==> src/rtl/uop_cache_arbiter.sv <==
// Single-port uop-cache BRAM arbiter: replay reads, capture writes, and an invalidation sweep.
// Optional stall counters are enabled by defining UOPC_ARB_STATS_EN.
module uop_cache_arbiter #(
    parameter int ADDR_W   = 9,
    parameter int DATA_W   = 32,
    parameter int DEPTH    = 64,
    parameter int STEP     = 8,
    parameter int MAX_WAIT = 4
) (
    input  logic              clk,
    input  logic              reset,
    input  logic              wr_req,
    input  logic [ADDR_W-1:0] wr_addr,
    input  logic [DATA_W-1:0] wr_data,
    output logic              wr_gnt,
    input  logic              rd_req,
    input  logic [ADDR_W-1:0] rd_addr,
    output logic              rd_gnt,
    output logic              rd_valid,
    output logic [DATA_W-1:0] rd_data,
    input  logic              inv_start,
    output logic              inv_busy,
    output logic              inv_done,
    output logic              bram_en,
    output logic              bram_we,
    output logic [ADDR_W-1:0] bram_addr,
    output logic [DATA_W-1:0] bram_wdata,
    input  logic [DATA_W-1:0] bram_rdata,
    output logic [15:0]       stat_rd_stall,
    output logic [15:0]       stat_wr_stall
);
    localparam int PTR_W  = (DEPTH > 1) ? $clog2(DEPTH) : 1;
    localparam int WAIT_W = $clog2(MAX_WAIT + 1);

    typedef enum logic [1:0] {IDLE, SERVE, INVALIDATE} state_t;

    state_t              state, state_nxt;
    logic [PTR_W-1:0]    ptr, ptr_nxt;
    logic [WAIT_W-1:0]   wait_cnt, wait_nxt;
    logic                vld_p1;
    logic                promote;
    logic [ADDR_W-1:0]   sweep_addr;

    assign sweep_addr = ADDR_W'(32'(ptr) * 32'(STEP));
    assign promote    = wr_req && (wait_cnt == WAIT_W'(MAX_WAIT));
    assign rd_valid   = vld_p1;
    assign rd_data    = bram_rdata;

    always_comb begin
        state_nxt  = state;
        ptr_nxt    = ptr;
        wr_gnt     = 1'b0;
        rd_gnt     = 1'b0;
        inv_busy   = 1'b0;
        inv_done   = 1'b0;
        bram_en    = 1'b0;
        bram_we    = 1'b0;
        bram_addr  = '0;
        bram_wdata = '0;
        // Outputs are forced quiet while reset is held, even if requests are high.
        if (reset) begin
            if (inv_start) begin
                state_nxt = INVALIDATE;
                ptr_nxt   = '0;
                inv_busy  = (state == INVALIDATE);
            end else if (state == INVALIDATE) begin
                inv_busy  = 1'b1;
                bram_en   = 1'b1;
                bram_we   = 1'b1;
                bram_addr = sweep_addr;
                if (ptr == PTR_W'(DEPTH - 1)) begin
                    inv_done  = 1'b1;
                    ptr_nxt   = '0;
                    state_nxt = IDLE;
                end else begin
                    ptr_nxt = ptr + 1'b1;
                end
            end else begin
                state_nxt = (rd_req || wr_req) ? SERVE : IDLE;
                if (wr_req && (!rd_req || promote)) begin
                    wr_gnt     = 1'b1;
                    bram_en    = 1'b1;
                    bram_we    = 1'b1;
                    bram_addr  = wr_addr;
                    bram_wdata = wr_data;
                end else if (rd_req) begin
                    rd_gnt    = 1'b1;
                    bram_en   = 1'b1;
                    bram_addr = rd_addr;
                end
            end
        end
    end

    // Consecutive-denial count; saturates so writes held off by a sweep are promoted afterwards.
    always_comb begin
        wait_nxt = wait_cnt;
        if (!wr_req || wr_gnt)
            wait_nxt = '0;
        else if (wait_cnt != WAIT_W'(MAX_WAIT))
            wait_nxt = wait_cnt + 1'b1;
    end

    always_ff @(posedge clk or negedge reset) begin
        if (!reset) begin
            state    <= IDLE;
            ptr      <= '0;
            wait_cnt <= '0;
            vld_p1   <= 1'b0;
        end else begin
            state    <= state_nxt;
            ptr      <= ptr_nxt;
            wait_cnt <= wait_nxt;
            vld_p1   <= rd_gnt;
        end
    end

`ifdef UOPC_ARB_STATS_EN
    logic [15:0] rd_stall_q, wr_stall_q;

    always_ff @(posedge clk or negedge reset) begin
        if (!reset) begin
            rd_stall_q <= '0;
            wr_stall_q <= '0;
        end else begin
            if (rd_req && !rd_gnt && (rd_stall_q != 16'hFFFF))
                rd_stall_q <= rd_stall_q + 16'd1;
            if (wr_req && !wr_gnt && (wr_stall_q != 16'hFFFF))
                wr_stall_q <= wr_stall_q + 16'd1;
        end
    end

    assign stat_rd_stall = rd_stall_q;
    assign stat_wr_stall = wr_stall_q;
`else
    assign stat_rd_stall = 16'd0;
    assign stat_wr_stall = 16'd0;
`endif

endmodule

==> config.mk <==
export PLATFORM = sky130hd
export DESIGN_NAME = uop_cache_arbiter
export DESIGN_NICKNAME = d
export VERILOG_FILES = /design/src/rtl/uop_cache_arbiter.sv
export SDC_FILE = /design/constraint.sdc
export NUM_CORES = 1
export LEC_CHECK = 0
export ABC_CLOCK_PERIOD_IN_PS = 3820
export BUFFER_PORTS_ARGS = -buffer_cell sky130_fd_sc_hd__buf_2
export CAP_MARGIN = 10
export CORE_AREA = 2 2 77 79
export CTS_CLUSTER_DIAMETER = 30
export DETAILED_ROUTE_END_ITERATION = 10
export DIE_AREA = 0 0 79 81
export PLACE_DENSITY = 0.73
export SLEW_MARGIN = 20
export SYNTH_ARGS = -nofsm -noshare
export SYNTH_HDL_FRONTEND = slang
export SYNTH_SLANG_ARGS = --single-unit
export TNS_END_PERCENT = 100
==> constraint.sdc <==
create_clock -name clk -period 3.82 [get_ports clk]
set_clock_uncertainty 0.1 [all_clocks]
set_input_delay 0.191 -clock clk [delete_from_list [all_inputs] [get_ports clk]]
set_output_delay 0.191 -clock clk [all_outputs]
set_load 0.01 [all_outputs]
==> results of run 1 <==
layer usage:
metal	vias to the layer above	part of all wire (%)	global-route usage, %
met5	-	0	0
met4	0	1.2	2.07
met3	10	12	5.00
met2	106	49	21.4
met1	690	38	15.5
li1	718	-	-
state kept, by name (all words and copies together) (netlist names):
register	cells
state	2
wait_cnt	3
ptr	6
rd_valid	1
power breakdown:
group          leakage, nW  switching (mW)  total (mW)  internal (mW)
registers            0.156          0.0224       0.166          0.144
clock network       0.0288          0.0541       0.145         0.0914
logic                0.929          0.0694       0.132         0.0622
cell type report:
type | count | area [µm²] | share of cell area [%]
Clock buffer | 4 | 55.1 | 2.94
Tap cell | 75 | 93.8 | 5.01
Multi-Input combinational cell | 146 | 875 | 46.7
Timing Repair Buffer | 104 | 528 | 28.2
Inverter | 6 | 22.5 | 1.20
Sequential cell | 12 | 300 | 16.0
per-stage QoR:
stage | total power, mW | setup WS, ps | hold WS, ps
detailed placement | 0.299 | 1800 | 69.4
CTS | 0.447 | 1250 | 132
global placement | 0.295 | 1850 | 55.2
finish | 0.443 | 1280 | 141
global route | 0.474 | 1080 | 157
floorplan | 0.304 | 2060 | -205
placed cells by master, fill, tap and decap left out, types with 2 or more instances in the layout:
master    synthesis  routed
a21oi_1           4       4
a22o_1            2       2
a22oi_1           9       9
and2_1           34      34
and3_1            2       2
buf_2             3     102
clkbuf_8          0       4
conb_1            1      32
dfrtp_1          12      12
ha_1              3       3
inv_1             5       5
nand2_1          12      12
nand4_1           2       2
nor2_1            8       8
nor2b_1           3       3
o21ai_0           7       7
o21ai_1           2       2
kinds of logic (layout without fill, tap and decap cells):
family,count (synthesis),count (layout)
adders and majority gates,3,3
buffers and inverters,76,114
DFF,12,12
other,1,32
AOI/OAI and AO/OA,36,36
muxes,1,1
and+or+nand+nor,73,73
xor gates and xnor gates,1,1
critical path, delay by kind of cell:
kind	cells	cell delay, ps
buffers and inverters	3	1060
AND/OR/NAND/NOR	3	980
worst paths after layout:
check | from | endpoint | slack, ps | depth (start not counted)
max | reset | bram_wdata[10] | 1280 | 6
min | inv_start | ptr[2]$_DFFE_PN0P_ | 140 | 2
max reg2reg | wait_cnt[0]$_DFFE_PN0P_ | wait_cnt[0]$_DFFE_PN0P_ | 2120 | 6
min reg2reg | ptr[5]$_DFFE_PN0P_ | ptr[5]$_DFFE_PN0P_ | 410 | 1
max in group asynchronous | reset | rd_valid$_DFF_PN0_ | 2950 | 2
min in group asynchronous | reset | ptr[2]$_DFFE_PN0P_ | 330 | 2
what timing repair did:
action                                 4_1_cts  5_1_grt
hold buffers                                 1        0
setup buffers                                0        0
endpoints found under the hold margin       12        0
resized for setup                            0        0
synth_stat cells (2+ instances only):
master   number
inv_1         5
buf_6         3
nor2_1        8
nand2_1      12
ha_1          3
nand4_1       2
buf_4        64
and3_1        2
and2_1       34
a22oi_1       9
o21ai_0       7
buf_2         3
dfrtp_1      12
a22o_1        2
a21oi_1       4
nor2b_1       3
o21ai_1       2
==> run metrics, run 1 <==
status complete, no violations; Yosys top cell area share 29.8%; Netlist cell types 45; gpl congestion 0.790; Synth Area in XOR/XNOR 0.544%; Lkg Pwr 1.11 nW; critical path, cell by cell dlygate4sd3_1, buf_2, nand3_2, nor2_8, and2_1, buf_2; CP dominant cell by count buf_2; post-layout instance count excluding filler cells 347; largest family of logic cells by synthesized area buffers and inverters; CP Launch Type primary input; CORE AREA 0.00568 mm²; max_cap viols 0; post-synth top area cell buf_4; final core utilization 33.0%; crit path kind in2out; setup TNS 0 ps; Placement Cell Area 0.00181 mm²; DP Wirelength 3.62 mm; Pre-antenna DRT Iters 6; Mapped Area 0.00161 mm²; Mapped Avg Cell Area 7.93 µm²; Max Transition Viols Final 0; largest net degree at the start of global routing 36; number of buffers created by CTS 3; CP Capture Type primary output; drt via density 4.39; dpl cells 342; multiplexer share of the synthesized area 0.699%; number of fill cells 606; Peak VDD IR 237 µV; Primary FF master, synth dfrtp_1; antenna violations before repair 0; routed wire length 4.33 mm; Final Cycle Share 66.4%; Final setup violation count 0; CP max FO 35; port buffer count 102; first-pass GRT wire length 6.42 mm; Die Area 0.00640 mm²; Clock Latency Late Sink 250 ps; Achievable Freq 0.394 GHz; vias in the first global route 1257; Initial DRC Count 25; worst-case clock buffer depth 2; WP data arrival 2250 ps; CP required 3530 ps; Seq cells post-synth 12; cell count after synthesis 203; complex-gate fraction of the synthesized area 16.4%; EDFF count, synth 0; WL/cell 12.5 µm; post-route ant nets 0; Hold Fails Final Rpt 0; IO Pins 199; adder-cell share of the synthesized area 2.33%; die width 79 µm; pwr dens 236 mW/mm²; FFs w/ async S/R, synth 100%; Syn. warnings 0; GR Util All Layers 12.6%; setup repair after global routing missed its margin no; Hold Crit Class in2reg; Core Rows 28; fin crit period 2540 ps; Post-layout nets 363; DRC violations left 0; post-route cell area 0.00187 mm²; Initial Util 28.4%; critical path's slowest cell dlygate4sd3_1; vias 1524; clock slew at reported path FFs 60 ps; layout cell share with drive strength beyond 1 43.0%; CTS tree yes; CTS Sinks 12; number of H-tree levels 1; synth top area cells buf_4 (30%), dfrtp_1 (19%), and2_1 (13%); Simple-Gate Fraction of Synth Area 26.9%; Area Overhead vs Synth 16.4%; DIE HEIGHT 81 µm; Root Driver clkbuf_8; ant diodes 0; Worst path max stage delay 520 ps; sequential-to-total area share from yosys stat 18.6%; Remaining Overflow, GRT 0
Note: power is estimated with default switching activity, not from simulation.
==> run 2, diff against run 1 <==
- ABC_CLOCK_PERIOD_IN_PS: 3820 -> 2000
- CORE_AREA: 2 2 77 79 -> unset
- CORE_MARGIN: unset -> 2
- CORE_UTILIZATION: unset -> 30
- DIE_AREA: 0 0 79 81 -> unset
- PLACE_DENSITY: 0.73 -> 0.78
- clock period: 3.82 -> 2 ns (I/O delays scaled with it)
==> run 2 against run 1 <==
Sequential share of layout area shrank 1.1 points; via count grew 2.4%; flip-flop and latch count is the same; combinational power grew 140%; wire length grew 2.0%; hold slack lost 65 ps; cell area grew 7.4%; clock power grew 82%; die area shrank 6.7%; critical path type is now reg2out; largest cell class unchanged; highest routed layer unchanged.
==> run metrics, run 2 (synthesized netlist as in run 1, its figures left out) <==
most common cell after layout, fill and taps aside buf_2; pwr dens 445 mW/mm²; area of the multi-input gates 945 µm²; Final setup violation count 0; port buffer count 102; status complete, no violations; FF-to-FF setup slack 260 ps; first-pass GRT wire length 6.43 mm; RR Startpoint wait_cnt[0]$_DFFE_PN0P_; IO Pins 199; vias 1560; number of fill cells 562; setup TNS 0 ps; max reg flops 6; Hold Crit Class in2reg; Power, Total 0.896 mW; CP Capture Type primary output; vias in the first global route 1391; Final Cycle Share 95.6%; Root Driver clkbuf_8; Area Overhead vs Synth 25.0%; Clock Latency Late Sink 240 ps; Post-layout nets 373; number of buffers created by CTS 3; clock slew at reported path FFs 60 ps; Core Rows 26; Top reg by flops ptr; routed wire length 4.41 mm; layout cell share with drive strength beyond 1 46.1%; most frequent cells in the layout buf_2 (101), and2_1 (34), conb_1 (32), nand2_1 (12), dfrtp_1 (12); DP Wirelength 3.48 mm; Hold Slack 75.3 ps; max_cap viols 0; die width 77.3 µm; Remaining Overflow, GRT 0; DRC violations left 0; Initial DRC Count 27; largest registers ptr x6, wait_cnt x3, state x2; worst-case clock buffer depth 2; Achievable Freq 0.523 GHz; CP max FO 9; Die Area 0.00597 mm²; largest net degree at the start of global routing 19; number of H-tree levels 1; Setup crit start wait_cnt[0]$_DFFE_PN0P_; drt via density 4.43; register area 300 µm²; gpl congestion 0.789; CTS tree yes; Pre-antenna DRT Iters 5; fin crit period 1910 ps; CP Launch Type flip-flop; Initial Util 31.3%; Hold Fails Final Rpt 0; ant diodes 0; CTS Sinks 12; WL/cell 12.5 µm; Max Transition Viols Final 0; crit path kind reg2out; CORE AREA 0.00514 mm²; GR Util All Layers 13.2%; DIE HEIGHT 77.3 µm; antenna violations before repair 0; WP data arrival 1710 ps; final core utilization 39.2%; Peak VDD IR 453 µV; CP required 1800 ps; min-delay src inv_start; post-route ant nets 0; Lkg Pwr 1.18 nW
## run 2: cell count changes in the layout (fill, tap and decap cells not counted), sizes merged
cell and change:
clkbuf +1, nor2 +2, buf +7
## run 2: through the flow
| stage | setup slack, ps | cells | area [µm²] |
|---|---|---|---|
| 3_5_place_dp | 105 | 339 | 1820 |
| 4_1_cts | 22.3 | 347 | 1950 |
| 5_1_grt | -12.4 | 352 | 2010 |
| 3_3_place_gp | 157 | 339 | 1820 |
| 6_report | 87.9 | 352 | 2010 |
| 2_1_floorplan | 332 | 234 | 1730 |
## run 2: layout make-up
class                           instances  share of cell area, %
Clock buffer                            4                   2.73
Inverter                                6                   1.12
Multi-Input combinational cell        148                   46.9
Sequential cell                        12                   14.9
Tap cell                               70                   4.35
Timing Repair Buffer                  112                   30.0
## run 2: metal layers
layer	global-route usage [%]	share of wire, %	up-vias
met5	0	0	-
met2	24.3	54	82
met4	4.11	1.7	0
met1	14.7	37	725
li1	-	-	741
met3	3.29	8.0	12
## run 2: worst max-delay path: stages (launching register included)
cell and delay, ps:
dfrtp_1 380, inv_1 100, ha_4 160, nand2_4 80, a21bo_4 280, nor2_4 200
and2_1 160, buf_2 120
## run 2: final timing paths
| check | to | cells past startpoint |
|---|---|---|
| max | bram_wdata[26] | 7 |
| min | ptr[2]$_DFFE_PN0P_ | 2 |
| max reg2reg | wait_cnt[2]$_DFFE_PN0P_ | 8 |
| min reg2reg | ptr[5]$_DFFE_PN0P_ | 1 |
| max in group asynchronous | wait_cnt[2]$_DFFE_PN0P_ | 3 |
| min in group asynchronous | state[0]$_DFFE_PN0P_ | 2 |
## run 2: report_power, final
group	switching, mW	total, mW	internal (mW)	leakage (nW)
combinational	0.160	0.314	0.154	0.990
sequential	0.0437	0.318	0.274	0.156
clock	0.0900	0.264	0.174	0.0288
## run 2: timing repair
action | 4_1_cts | 5_1_grt
hold buffers | 1 | 0
endpoints found under the setup margin | 42 | 41
pin swaps | 2 | 4
hold endpoints to repair | 12 | 0
buffers inserted | 2 | 4
cloned | 1 | 1
gates resized for setup | 4 | 5
==> run 3, diff against run 2 <==
- ABC_CLOCK_PERIOD_IN_PS: 2000 -> 1800
- CORE_AREA: unset -> 2 2 78 80
- CORE_MARGIN: 2 -> unset
- CORE_UTILIZATION: 30 -> unset
- DIE_AREA: unset -> 0 0 80 82
- PLACE_DENSITY: 0.78 -> 0.72
- clock period: 2 -> 1.8 ns (I/O delays scaled with it)
==> run 3 against run 2 <==
The flow now finishes with violations (setup timing); combinational power up 33%; die area up 9.9%; critical path type unchanged; largest cell class unchanged; highest routed layer unchanged; cell count up 4.5%.
==> run metrics, run 3 (synthesized netlist as in run 1, its figures left out) <==
Die Area 0.00656 mm²; Max Transition Viols Final 0; vias in the first global route 1448; CTS tree yes; Initial Util 28.0%; setup repair after global routing missed its margin yes; CORE AREA 0.00575 mm²; routed wire length 5.08 mm; first-pass GRT wire length 7.41 mm; Post-layout nets 384; final core utilization 39.4%; Sw Ratio 32.5%; Core Rows 28; number of H-tree levels 1; IO Pins 199; Top reg by flops ptr; largest registers ptr x6, wait_cnt x3, state x2; die width 80 µm; vias 1614; CP max FO 16; Peak VDD IR 435 µV; Final Cycle Share 106%; most common cell after layout, fill and taps aside buf_2; Remaining Overflow, GRT 0; critical path's slowest cell dfrtp_1; number of fill cells 614; clock slew at reported path FFs 50 ps; sw power 0.348 mW; WL/cell 13.8 µm; CP Capture Type primary output; Int Pwr 0.721 mW; ant diodes 0; Comb pwr share 39.3%; layout cell share with drive strength beyond 1 54.6%; most frequent cells in the layout buf_2 (92), conb_1 (32), and2_1 (25), buf_4 (13); gpl congestion 0.736; Clock Latency Late Sink 240 ps; Hold Fails Final Rpt 0; Placement Cell Area 0.00185 mm²; post-route ant nets 0; Final setup violation count 42; Achievable Freq 0.525 GHz; Lkg Pwr 1.25 nW; DRC violations left 0; area of the multi-input gates 0.00102 mm²; Root Driver clkbuf_8; Pre-antenna DRT Iters 4; setup TNS -2730 ps; max reg flops 6; register area 302 µm²; worst setup margin -106 ps; fin crit period 1910 ps; drt via density 4.39; post-route cell area 0.00226 mm²; DP Wirelength 3.90 mm; crit path kind reg2out; Area Overhead vs Synth 40.6%; WP data arrival 1720 ps; max_cap viols 0; Worst path max stage delay 390 ps; Power, Total 1.07 mW; largest net degree at the start of global routing 17; number of buffers created by CTS 3; Hold Crit Class in2reg; antenna violations before repair 0; Initial DRC Count 45; Hold Slack 58.0 ps; critical path, cell by cell inv_2, ha_4, nand2_4, a21bo_4, nor2_4, buf_12, and2_4, buf_2; pwr dens 472 mW/mm²; status complete, but fails checks; Seq pwr share 33.1%; CP required 1610 ps; CP Launch Type flip-flop; worst-case clock buffer depth 2; Clk pwr share 27.6%; CTS Sinks 12; failing checks setup timing; port buffer count 102; DIE HEIGHT 82 µm; GR Util All Layers 14.5%
==> run 3: cell count changes in the layout (fill, tap and decap cells not counted), sizes merged <==
cell	previous run	this run
buf	110	120
nor2	11	12
clkbuf	5	4
dlygate4sd3	1	2
==> run 3: final cells by class <==
class	instances	share of cell area, %
multi-input combinational	149	44.9
sequential	12	13.3
tap	75	4.15
inverter	6	0.995
timing repair buffer	122	34.2
clock buffer	4	2.43
==> run 3: stage by stage <==
step	cells	worst slack, ps
3_3_place_gp	348	-52.8
6_report	368	-106
2_1_floorplan	234	142
5_1_grt	368	-172
4_1_cts	364	-112
3_5_place_dp	348	-112
==> run 3: path summary, 6_finish.rpt <==
kind	slack, ps	end	start	cells after the start
max in group asynchronous	750	ptr[0]$_DFFE_PN0P_	reset	3
min	60	ptr[2]$_DFFE_PN0P_	inv_start	2
max reg2reg	140	wait_cnt[2]$_DFFE_PN0P_	wait_cnt[1]$_DFFE_PN0P_	8
max	-110	bram_wdata[23]	wait_cnt[1]$_DFFE_PN0P_	8
min in group asynchronous	260	ptr[2]$_DFFE_PN0P_	reset	2
min reg2reg	410	ptr[5]$_DFFE_PN0P_	ptr[5]$_DFFE_PN0P_	1
==> run 3: power groups by stage <==
stage / Combinational [mW] / Sequential [mW] / Clock (mW)
floorplan: 0.303 / 0.342 / 0
global placement: 0.280 / 0.352 / 0
detailed placement: 0.288 / 0.355 / 0
CTS: 0.394 / 0.351 / 0.307
global route: 0.463 / 0.360 / 0.322
finish: 0.419 / 0.354 / 0.295
==> run 3: worst max-delay path: cells and delay by family (launching register included) <==
kind | cells | cell delay, ps
AND/OR/NAND/NOR | 3 | 310
AO/OA/AOI/OAI | 1 | 270
adder cells (fa/ha/maj) | 1 | 160
buffers and inverters | 3 | 330
flip-flops | 1 | 390
==> run 3: metal layers <==
| metal | wire (µm) | GRT usage [%] |
|---|---|---|
| met1 | 1920 | 16.4 |
| met2 | 2710 | 27.3 |
| met3 | 417 | 4.18 |
| met4 | 32 | 2.37 |
| met5 | 0 | 0 |
==> run 3: timing repair <==
item,CTS,global route
hold buffers,2,0
cloned,3,0
endpoints found under the hold margin,12,0
buffers inserted,7,4
gates resized for setup,28,21
endpoints found under the setup margin,44,46
pin swaps,14,17
